### config.mk
export PLATFORM = sky130hd
export DESIGN_NAME = output_write_arbiter_flat
export DESIGN_NICKNAME = d
export VERILOG_FILES = /design/src/rtl/output_write_arbiter_if.sv /design/src/rtl/output_write_arbiter.sv /design/src/flat_wrapper.sv
export SDC_FILE = /design/constraint.sdc
export NUM_CORES = 1
export LEC_CHECK = 0
export CAP_MARGIN = 0
export CORE_ASPECT_RATIO = 2
export CORE_MARGIN = 4
export CORE_UTILIZATION = 33
export CTS_CLUSTER_DIAMETER = 100
export CTS_CLUSTER_SIZE = 30
export DETAILED_ROUTE_END_ITERATION = 7
export GPL_TIMING_DRIVEN = 0
export PLACE_DENSITY_LB_ADDON = 0.1
export REMOVE_ABC_BUFFERS = 1
export SYNTH_ARGS = -nofsm -noshare
export SYNTH_HDL_FRONTEND = slang
export SYNTH_SLANG_ARGS = --single-unit
### constraint.sdc
create_clock -name clk -period 3.5 [get_ports clk]
set_input_delay 0.35 -clock clk [delete_from_list [all_inputs] [get_ports clk]]
set_output_delay 0.35 -clock clk [all_outputs]
set_load 0.05 [all_outputs]
### src/rtl/output_write_arbiter_if.sv
// Producer-side and writer-side signals of the output-DMA write arbiter.
// The arbiter takes the slave view; the environment takes the master view.
interface output_write_arbiter_if #(
    parameter int NUM_REQ = 3,
    parameter int LEN_W   = 11,
    parameter int ADDR_W  = 32,
    parameter int DATA_W  = 32
);
    logic [NUM_REQ-1:0]        req;
    logic [NUM_REQ*LEN_W-1:0]  req_len;
    logic [NUM_REQ*ADDR_W-1:0] req_addr;
    logic [NUM_REQ-1:0]        req_wr_en;
    logic [NUM_REQ*DATA_W-1:0] req_din;
    logic [NUM_REQ-1:0]        grant;
    logic [NUM_REQ-1:0]        req_done;
    logic [LEN_W-1:0]          out_len;
    logic [ADDR_W-1:0]         out_base_addr;
    logic                      out_wr_en;
    logic [DATA_W-1:0]         out_din;
    logic                      out_done;
    logic                      busy;
    logic                      overflow;
    logic                      timeout_err;

    modport master (
        output req, req_len, req_addr, req_wr_en, req_din, out_done,
        input  grant, req_done, out_len, out_base_addr,
        input  out_wr_en, out_din, busy, overflow, timeout_err
    );

    modport slave (
        input  req, req_len, req_addr, req_wr_en, req_din, out_done,
        output grant, req_done, out_len, out_base_addr,
        output out_wr_en, out_din, busy, overflow, timeout_err
    );
endinterface

### src/rtl/output_write_arbiter.sv
// Round-robin arbiter sharing one output-DMA burst writer between producers.
// Latches the winner's job descriptor and forwards its words one cycle late.
module output_write_arbiter #(
    parameter int NUM_REQ = 3,
    parameter int LEN_W   = 11,
    parameter int ADDR_W  = 32,
    parameter int DATA_W  = 32,
    parameter int TIMEOUT = 65535
) (
    input logic                   clk,
    input logic                   rst_n,
    output_write_arbiter_if.slave bus
);
    localparam int PTR_W = (NUM_REQ > 1) ? $clog2(NUM_REQ) : 1;
    localparam int CW    = PTR_W + 1;
    localparam int TMR_W = $clog2(TIMEOUT + 1);
    localparam logic [TMR_W-1:0] TMR_LAST = TMR_W'(TIMEOUT - 1);
    localparam logic [PTR_W-1:0] PTR_LAST = PTR_W'(NUM_REQ - 1);

    typedef enum logic [1:0] {
        IDLE,
        STREAM,
        WAIT_DONE,
        RELEASE
    } state_e;

    state_e              state_q, state_d;
    logic [PTR_W-1:0]    rr_ptr_q, rr_ptr_d;
    logic [PTR_W-1:0]    gidx_q, gidx_d;
    logic [NUM_REQ-1:0]  grant_q, grant_d;
    logic [LEN_W-1:0]    len_q, len_d;
    logic [ADDR_W-1:0]   addr_q, addr_d;
    logic [LEN_W-1:0]    cnt_q, cnt_d;
    logic [TMR_W-1:0]    timer_q, timer_d;
    logic                wr_en_q, wr_en_d;
    logic [DATA_W-1:0]   din_q, din_d;
    logic [NUM_REQ-1:0]  done_q, done_d;
    logic                ovf_q, ovf_d;
    logic                tmo_q, tmo_d;

    logic [NUM_REQ-1:0]  req_avail;
    logic                found;
    logic [PTR_W-1:0]    pick;
    logic [CW-1:0]       cand;
    logic                g_wr_en;
    logic [DATA_W-1:0]   g_din;

    // A producer just acknowledged still holds req for this one cycle
    assign req_avail = bus.req & ~done_q;
    assign g_wr_en   = bus.req_wr_en[gidx_q];
    assign g_din     = bus.req_din[gidx_q*DATA_W +: DATA_W];

    always_comb begin
        found = 1'b0;
        pick  = rr_ptr_q;
        cand  = '0;
        for (int i = 0; i < NUM_REQ; i++) begin
            cand = {1'b0, rr_ptr_q} + CW'(i);
            if (cand >= CW'(NUM_REQ)) cand = cand - CW'(NUM_REQ);
            if (!found && req_avail[cand[PTR_W-1:0]]) begin
                found = 1'b1;
                pick  = cand[PTR_W-1:0];
            end
        end
    end

    always_comb begin
        state_d  = state_q;
        rr_ptr_d = rr_ptr_q;
        gidx_d   = gidx_q;
        grant_d  = grant_q;
        len_d    = len_q;
        addr_d   = addr_q;
        cnt_d    = cnt_q;
        timer_d  = timer_q;
        wr_en_d  = 1'b0;
        din_d    = din_q;
        done_d   = '0;
        ovf_d    = 1'b0;
        tmo_d    = 1'b0;
        unique case (state_q)
            IDLE: begin
                if (found) begin
                    gidx_d  = pick;
                    grant_d = NUM_REQ'(1) << pick;
                    len_d   = bus.req_len[pick*LEN_W +: LEN_W];
                    addr_d  = bus.req_addr[pick*ADDR_W +: ADDR_W];
                    cnt_d   = '0;
                    state_d = STREAM;
                end
            end
            STREAM: begin
                if (g_wr_en) begin
                    wr_en_d = 1'b1;
                    din_d   = g_din;
                    // Hold the count on the last word so a full-size job never wraps
                    if (cnt_q == len_q) begin
                        state_d = WAIT_DONE;
                        timer_d = '0;
                    end else begin
                        cnt_d = cnt_q + LEN_W'(1);
                    end
                end
            end
            WAIT_DONE: begin
                ovf_d = g_wr_en;
                if (bus.out_done) begin
                    state_d = RELEASE;
                end else if (timer_q == TMR_LAST) begin
                    tmo_d   = 1'b1;
                    state_d = RELEASE;
                end else begin
                    timer_d = timer_q + TMR_W'(1);
                end
            end
            RELEASE: begin
                done_d   = grant_q;
                grant_d  = '0;
                rr_ptr_d = (gidx_q == PTR_LAST) ? '0 : gidx_q + PTR_W'(1);
                state_d  = IDLE;
            end
            default: state_d = IDLE;
        endcase
    end

    always_ff @(posedge clk or negedge rst_n) begin
        if (!rst_n) begin
            state_q  <= IDLE;
            rr_ptr_q <= '0;
            gidx_q   <= '0;
            grant_q  <= '0;
            len_q    <= '0;
            addr_q   <= '0;
            cnt_q    <= '0;
            timer_q  <= '0;
            wr_en_q  <= 1'b0;
            din_q    <= '0;
            done_q   <= '0;
            ovf_q    <= 1'b0;
            tmo_q    <= 1'b0;
        end else begin
            state_q  <= state_d;
            rr_ptr_q <= rr_ptr_d;
            gidx_q   <= gidx_d;
            grant_q  <= grant_d;
            len_q    <= len_d;
            addr_q   <= addr_d;
            cnt_q    <= cnt_d;
            timer_q  <= timer_d;
            wr_en_q  <= wr_en_d;
            din_q    <= din_d;
            done_q   <= done_d;
            ovf_q    <= ovf_d;
            tmo_q    <= tmo_d;
        end
    end

    assign bus.grant         = grant_q;
    assign bus.req_done      = done_q;
    assign bus.out_len       = len_q;
    assign bus.out_base_addr = addr_q;
    assign bus.out_wr_en     = wr_en_q;
    assign bus.out_din       = din_q;
    assign bus.busy          = (state_q != IDLE);
    assign bus.overflow      = ovf_q;
    assign bus.timeout_err   = tmo_q;

    // Writer must not report done before the last word was handed over
    a_no_done_in_stream: assert property (
        @(posedge clk) disable iff (!rst_n)
        !(state_q == STREAM && bus.out_done)
    );

    a_grant_onehot: assert property (
        @(posedge clk) disable iff (!rst_n)
        $onehot0(grant_q)
    );
endmodule

### src/flat_wrapper.sv
// flat-port wrapper written by rule: the top's interface ports become plain ports
module output_write_arbiter_flat 
#(
    parameter int NUM_REQ = 3,
    parameter int LEN_W   = 11,
    parameter int ADDR_W  = 32,
    parameter int DATA_W  = 32,
    parameter int TIMEOUT = 65535
)
  (clk, rst_n, bus_req, bus_req_len, bus_req_addr, bus_req_wr_en, bus_req_din, bus_out_done, bus_grant, bus_req_done, bus_out_len, bus_out_base_addr, bus_out_wr_en, bus_out_din, bus_busy, bus_overflow, bus_timeout_err);
  output_write_arbiter_if #(.NUM_REQ(NUM_REQ), .LEN_W(LEN_W), .ADDR_W(ADDR_W), .DATA_W(DATA_W)) bus_i ();
  input logic clk;
  input logic rst_n;
  input wire logic [$bits(bus_i.req)-1:0] bus_req;
  input wire logic [$bits(bus_i.req_len)-1:0] bus_req_len;
  input wire logic [$bits(bus_i.req_addr)-1:0] bus_req_addr;
  input wire logic [$bits(bus_i.req_wr_en)-1:0] bus_req_wr_en;
  input wire logic [$bits(bus_i.req_din)-1:0] bus_req_din;
  input wire logic [$bits(bus_i.out_done)-1:0] bus_out_done;
  output wire logic [$bits(bus_i.grant)-1:0] bus_grant;
  output wire logic [$bits(bus_i.req_done)-1:0] bus_req_done;
  output wire logic [$bits(bus_i.out_len)-1:0] bus_out_len;
  output wire logic [$bits(bus_i.out_base_addr)-1:0] bus_out_base_addr;
  output wire logic [$bits(bus_i.out_wr_en)-1:0] bus_out_wr_en;
  output wire logic [$bits(bus_i.out_din)-1:0] bus_out_din;
  output wire logic [$bits(bus_i.busy)-1:0] bus_busy;
  output wire logic [$bits(bus_i.overflow)-1:0] bus_overflow;
  output wire logic [$bits(bus_i.timeout_err)-1:0] bus_timeout_err;
  assign bus_i.req = bus_req;
  assign bus_i.req_len = bus_req_len;
  assign bus_i.req_addr = bus_req_addr;
  assign bus_i.req_wr_en = bus_req_wr_en;
  assign bus_i.req_din = bus_req_din;
  assign bus_i.out_done = bus_out_done;
  assign bus_grant = bus_i.grant;
  assign bus_req_done = bus_i.req_done;
  assign bus_out_len = bus_i.out_len;
  assign bus_out_base_addr = bus_i.out_base_addr;
  assign bus_out_wr_en = bus_i.out_wr_en;
  assign bus_out_din = bus_i.out_din;
  assign bus_busy = bus_i.busy;
  assign bus_overflow = bus_i.overflow;
  assign bus_timeout_err = bus_i.timeout_err;
  output_write_arbiter #(.NUM_REQ(NUM_REQ), .LEN_W(LEN_W), .ADDR_W(ADDR_W), .DATA_W(DATA_W), .TIMEOUT(TIMEOUT)) u_core (.clk(clk), .rst_n(rst_n), .bus(bus_i));
endmodule
==> qor.yml, run 1 <==
clock_tree:
  cts_tree: "yes"
  clockBufferDepth: 2
  clockRootBuffer: "clkbuf_16"
  clock-sinks: 117
  clk_pin_slew_ps: 50
  htreeDepth: 4
  clk_latency_ps: 410
  cts_buffers: 17
finish:
  drive_above_1_share_pct: 6.117
  finalNonFillerCells: 1345
  fillers: 1942
  nets: 1312
  area_growth_syn_to_layout_pct: 57.77
  diodes: 0
  final_area_um2: 10960
synthesis:
  synthCells: 772
  ys_seq_elements: 117
  synth.distinct_cells: 56
  synth_top_area_share_pct: 42.15
  synthTopCellsByArea: "dfrtp_1 42%, mux2i_1 12%, nand2_1 6.3%, o211ai_1 5.0%, nand3_1 4.3%"
  synthArstFlopShare_pct: 100.0
  yosysSeqAreaShare_pct: 42.15
  synthFlopType: "dfrtp_1"
  synth-edff-count: 0
  syn_area_per_cell_um2: 8.997
  netlist_area_um2: 6945
  yosysTopAreaCell: "dfrtp_1"
  yosys_warnings: 0
placement:
  place_congestion: 0.7970
  dp_hpwl_um: 17500
  place_area_um2: 10410
  io_buffers: 318
  dp_slack_ps: 250.5
  place_inst: 1315
sta:
  clock_skew_ps: 8.173
  fin_crit_sh_pct: 91.19
  slew_headroom_pct: 34.08
  post-route-min-period_ps: 3192
  tightest_slew_ps: 988.7
  drv_slew: 0
  setup_viol_count_final: 0
  grt_setup_unrepaired: "no"
  setup_ws_ps: 308.4
  clock.fmax_mhz: 313.3
  hold_violations: 0
power_and_ir_drop:
  p_total_mw: 10.10
  internal_power_mw: 5.233
  max-vdd-ir-drop_mv: 0.5198
  powerDensity_nw_per_um2: 921.9
  clkPwrFrac_pct: 16.1
  p_sw_share_pct: 48.20
  switchingPower_mw: 4.869
  comb_power_share_pct: 60.9
  seq_power_share_pct: 23.0
  p_leak_nw: 4.445
global_routing:
  busiest_layer: "met2"
  first_global_vias: 6898
  grt-ovfl-total: 0
  grt_pass1_wl_um: 37030
  grt_max_degree: 62
  grt_util_met2_pct: 35.84
  grt.total_usage_pct: 19.59
  use_met1_pct: 21.46
  met3_usage_pct: 6.183
  antenna_found_initial: 0
routing:
  drc_errors: 0
  drt-total-wl_um: 23080
  route.vias.total: 6828
  drt-pass1-iter-count: 6
  via_per_inst: 5.077
  antenna_left: 0
  drt_iter0_markers: 386
  post_drt_wl_per_cell_um: 17.16
setup_path:
  criticalPathCategory: "flip-flop to flip-flop"
  arrival_ps: 3520
  crit_path_max_fanout: 10
  worstSetupEndpointType: "flip-flop"
  critPathLaunchType: "flip-flop"
  cp_data_required_time_ps: 3830
hold_path:
  hold_path_class: "input pin to asynchronous set/reset pin"
floorplan:
  die_area_um2: 23570
  io_pins: 319
  dieWidth_um: 110.6
  placementRows: 74
  initial_core_util_pct: 33.79
  core-area_um2: 20550
  die_h_um: 213.2
flow_run:
  cap_viol_max_count: 0
run_status:
  outcome: "completed"
==> worst max-delay path: stages (launching register included) <==
cell and delay [ps]:
dfrtp_1 410, inv_1 90, ha_1 340, inv_1 160, nor4_1 300, a21oi_1 130
a222oi_1 410, buf_2 270, buf_2 210, buf_2 200, buf_2 210, buf_2 190
nand3_1 100, o211ai_1 90
==> kinds of logic after synthesis <==
family / share of synthesized area [%]
compound gates: 18.41
fa+ha+maj: 1.621
simple gates: 19.69
flops: 42.15
mux: 11.69
xor+xnor: 1.513
buf+inv: 4.918
==> stage by stage <==
stage	setup TNS (ps)	hold slack (ps)	utilization, %
finish	0	474.4	53.31
global route	0	508.8	53.31
CTS	0	481.3	53.31
detailed placement	0	373.8	50.62
global placement	-620990	464.7	49.51
floorplan	-91820	54.41	-
==> worst paths after layout <==
| check | start | to | slack [ps] | cells after the start |
|---|---|---|---|---|
| setup reg to reg | u_core.rr_ptr_q[0]$_DFFE_PN0N_ | u_core.bus.out_len[7]$_DFFE_PN0P_ | 310 | 13 |
| min in group clk | u_core.bus.out_din[12]$_DFFE_PN0P_ | u_core.bus.out_din[12]$_DFFE_PN0P_ | 470 | 2 |
| max in group asynchronous | rst_n | u_core.bus.out_len[6]$_DFFE_PN0P_ | 2300 | 3 |
| hold / removal | rst_n | u_core.bus.out_din[15]$_DFFE_PN0P_ | 470 | 2 |
| hold reg to reg | u_core.bus.out_din[12]$_DFFE_PN0P_ | u_core.bus.out_din[12]$_DFFE_PN0P_ | 470 | 2 |
| setup / recovery | u_core.rr_ptr_q[0]$_DFFE_PN0N_ | u_core.bus.out_len[7]$_DFFE_PN0P_ | 310 | 13 |
==> what timing repair did <==
action / 4_1_cts / 5_1_grt
resized for setup: 0 / 0
buffers inserted: 0 / 0
endpoints found under the hold margin: 56 / 0
hold buffers: 1 / 0
==> registers in the layout (all words and copies together) (netlist names), 2 cells and up <==
name and count:
u_core.gidx_q 2, u_core.bus.out_base_addr 32, u_core.timer_q 16, u_core.bus.out_din 32, u_core.bus.grant 3, u_core.cnt_q 11, u_core.state_q 2, u_core.rr_ptr_q 2
u_core.bus.req_done 3, u_core.bus.out_len 11
==> metal layers <==
layer / part of all wire, % / vias to the layer above / wire length, µm
li1: - / 3381 / -
met1: 38 / 3174 / 8778
met2: 53 / 252 / 12270
met3: 7.1 / 21 / 1634
met4: 1.7 / 0 / 392
met5: 0 / - / 0
==> cells in the mapped netlist, drive strengths merged, types with 10 or more instances <==
library cell	count
mux2i	80
inv	15
o211ai	46
xnor2	12
clkbuf	29
buf	27
nand2b	11
a22o	10
o21ai	57
nor2	41
dfrtp	117
nand2	117
nand3	59
a21oi	40
==> layout by cell type, fill, tap and decap left out, types with 9 or more instances in the layout <==
cell type / count
nand2_1: 115
o21ai_0: 49
nor2_1: 41
a21oi_1: 40
a22o_1: 10
o211ai_1: 46
clkbuf_16: 17
clkdlybuf4s50_1: 317
inv_1: 15
nand3_1: 59
nand2b_1: 10
ha_1: 9
dfrtp_1: 115
mux2i_1: 80
xnor2_1: 12
==> final cells by class <==
| class | instances | area [µm²] | area share, % |
|---|---|---|---|
| flip-flops and latches | 117 | 2930 | 26.74 |
| clock inverters | 5 | 50.05 | 0.4567 |
| inverters | 15 | 56.30 | 0.5138 |
| well taps | 266 | 332.8 | 3.037 |
| multi-input cells | 584 | 3700 | 33.76 |
| repair buffers | 334 | 3397 | 31.00 |
| clock buffers | 24 | 491.7 | 4.487 |
==> power groups by stage <==
stage | registers (mW) | clock network (mW) | logic [mW]
floorplan | 3.76 | 0 | 2.54
global placement | 2.38 | 0 | 5.91
detailed placement | 2.35 | 0 | 6.23
CTS | 2.34 | 1.68 | 6.24
global route | 2.40 | 1.73 | 6.65
finish | 2.32 | 1.62 | 6.15
(Power assumes the default switching activity.)
==> run 2: changes to the inputs <==
CTS_CLUSTER_SIZE = default   (was 30)
DONT_BUFFER_PORTS = 1   (was default)
PLACE_DENSITY = 0.52   (was default)
PLACE_DENSITY_LB_ADDON = default   (was 0.1)
==> qor.yml, run 2 (synthesized netlist as in run 1, its figures left out) <==
setup_path:
  cp_slowest_stage_delay_ps: 580
  arrival_ps: 3590
  cp_data_required_time_ps: 3840
  worstSetupEndpointType: "flip-flop"
  crit_path_max_fanout: 15
  cpMostUsedCell: "buf_2"
  critPathLaunchType: "flip-flop"
  criticalPathCategory: "flip-flop to flip-flop"
  path_cells: "nand2b_1, a21oi_1, o31ai_1, a222oi_1, buf_4, buf_2, buf_2, buf_2, buf_2, buf_2, nand3_1, o211ai_1"
  crit_slowest_cell: "dfrtp_1"
routing:
  via_per_inst: 5.670
  route.vias.total: 5846
  drt-pass1-iter-count: 6
  post_drt_wl_per_cell_um: 20.75
  drc_errors: 0
  drt_iter0_markers: 359
  antenna_left: 0
  drt-total-wl_um: 21390
global_routing:
  first_global_vias: 6052
  grt_pass1_wl_um: 33870
  antenna_found_initial: 0
  grt-ovfl-total: 0
  grt_max_degree: 118
  grt_util_met2_pct: 32.51
  met3_usage_pct: 5.332
  use_met1_pct: 20.14
  grt.total_usage_pct: 18.14
  busiest_layer: "met2"
sta:
  fin_crit_sh_pct: 93.02
  clock.fmax_mhz: 307.2
  setup_tns_ps: 0
  hold_violations: 0
  slew_headroom_pct: 10.36
  setup_viol_count_final: 0
  tightest_slew_ps: 1345
  whs_ps: 94.32
  drv_slew: 0
  post-route-min-period_ps: 3256
  clock_skew_ps: 6.702
  grt_setup_unrepaired: "no"
floorplan:
  die_area_um2: 23570
  io_pins: 319
  initial_core_util_pct: 33.79
  die_h_um: 213.2
  dieWidth_um: 110.6
  placementRows: 74
  core-area_um2: 20550
clock_tree:
  clock-sinks: 117
  htreeDepth: 4
  clk_pin_slew_ps: 60
  cts_tree: "yes"
  clk_latency_ps: 420
  clockRootBuffer: "clkbuf_16"
  cts_buffers: 17
  clockBufferDepth: 2
finish:
  final_common_cell: "dfrtp_1"
  diodes: 0
  nets: 995
  area_growth_syn_to_layout_pct: 14.61
  drive_above_1_share_pct: 9.804
  final_cell_mix: "116 x dfrtp_1, 115 x nand2_1, 80 x mux2i_1"
  final_core_util_pct: 38.73
  final_area_um2: 7960
  fillers: 2107
power_and_ir_drop:
  p_leak_nw: 3.282
  max-vdd-ir-drop_mv: 0.6027
  p_total_mw: 9.469
  powerDensity_nw_per_um2: 1190
placement:
  dp_hpwl_um: 16070
  io_buffers: 0
  place_congestion: 0.8717
  place_area_um2: 7207
flow_run:
  cap_viol_max_count: 0
hold_path:
  hold_path_class: "input pin to flip-flop"
run_status:
  outcome: "completed"
run 2: final timing paths:
check,from,to,slack [ps],cells past startpoint
max,u_core.bus.req_done[0]$_DFF_PN0_,u_core.bus.out_base_addr[29]$_DFFE_PN0P_,240,12
min,bus_req_addr[44],u_core.bus.out_base_addr[12]$_DFFE_PN0P_,90,2
max reg2reg,u_core.bus.req_done[0]$_DFF_PN0_,u_core.bus.out_base_addr[29]$_DFFE_PN0P_,240,12
min reg2reg,u_core.cnt_q[10]$_DFFE_PN0P_,u_core.cnt_q[10]$_DFFE_PN0P_,560,2
max in group asynchronous,rst_n,u_core.gidx_q[0]$_DFFE_PN0P_,2420,2
min in group asynchronous,rst_n,u_core.bus.timeout_err$_DFF_PN0_,500,2
run 2: layer usage:
| layer | up-vias | wire [µm] |
|---|---|---|
| met5 | - | 0 |
| met3 | 30 | 1625 |
| met2 | 262 | 11180 |
| met1 | 2814 | 8097 |
| met4 | 0 | 492 |
| li1 | 2740 | - |
run 2: cell type report:
type                       instances  area [µm²]  area share [%]
clock buffer                      21       480.5           6.036
tap                              266       332.8           4.181
timing repair buffer              17       245.2           3.081
multi-input combinational        584        3720           46.73
sequential                       117        2929           36.80
clock inverter                    11       196.4           2.468
inverter                          15       56.30          0.7073
run 2: stage by stage:
| step | worst slack, ps | cells |
|---|---|---|
| floorplan | -1979 | 716 |
| global placement | -4776 | 982 |
| detailed placement | -219.8 | 996 |
| CTS | 87.24 | 1032 |
| global route | 34.54 | 1031 |
| finish | 244.3 | 1031 |
run 2: repair_timing:
item	CTS	global route
endpoints found under the setup margin	44	46
resized for setup	0	6
hold buffers	2	0
pin swaps	1	0
endpoints found under the hold margin	117	0
setup buffers	2	0
run 2: report_power, final:
part	switching (mW)	internal, mW	total [mW]
Combinational	2.09	1.46	3.56
Sequential	2.07	1.86	3.92
Clock	0.649	1.34	1.99
run 2: critical path: cells and delay by family (launching register included):
kind | cells | cell delay [ps]
simple gates | 2 | 400
buf+inv | 6 | 1360
flops | 1 | 580
compound gates | 4 | 820
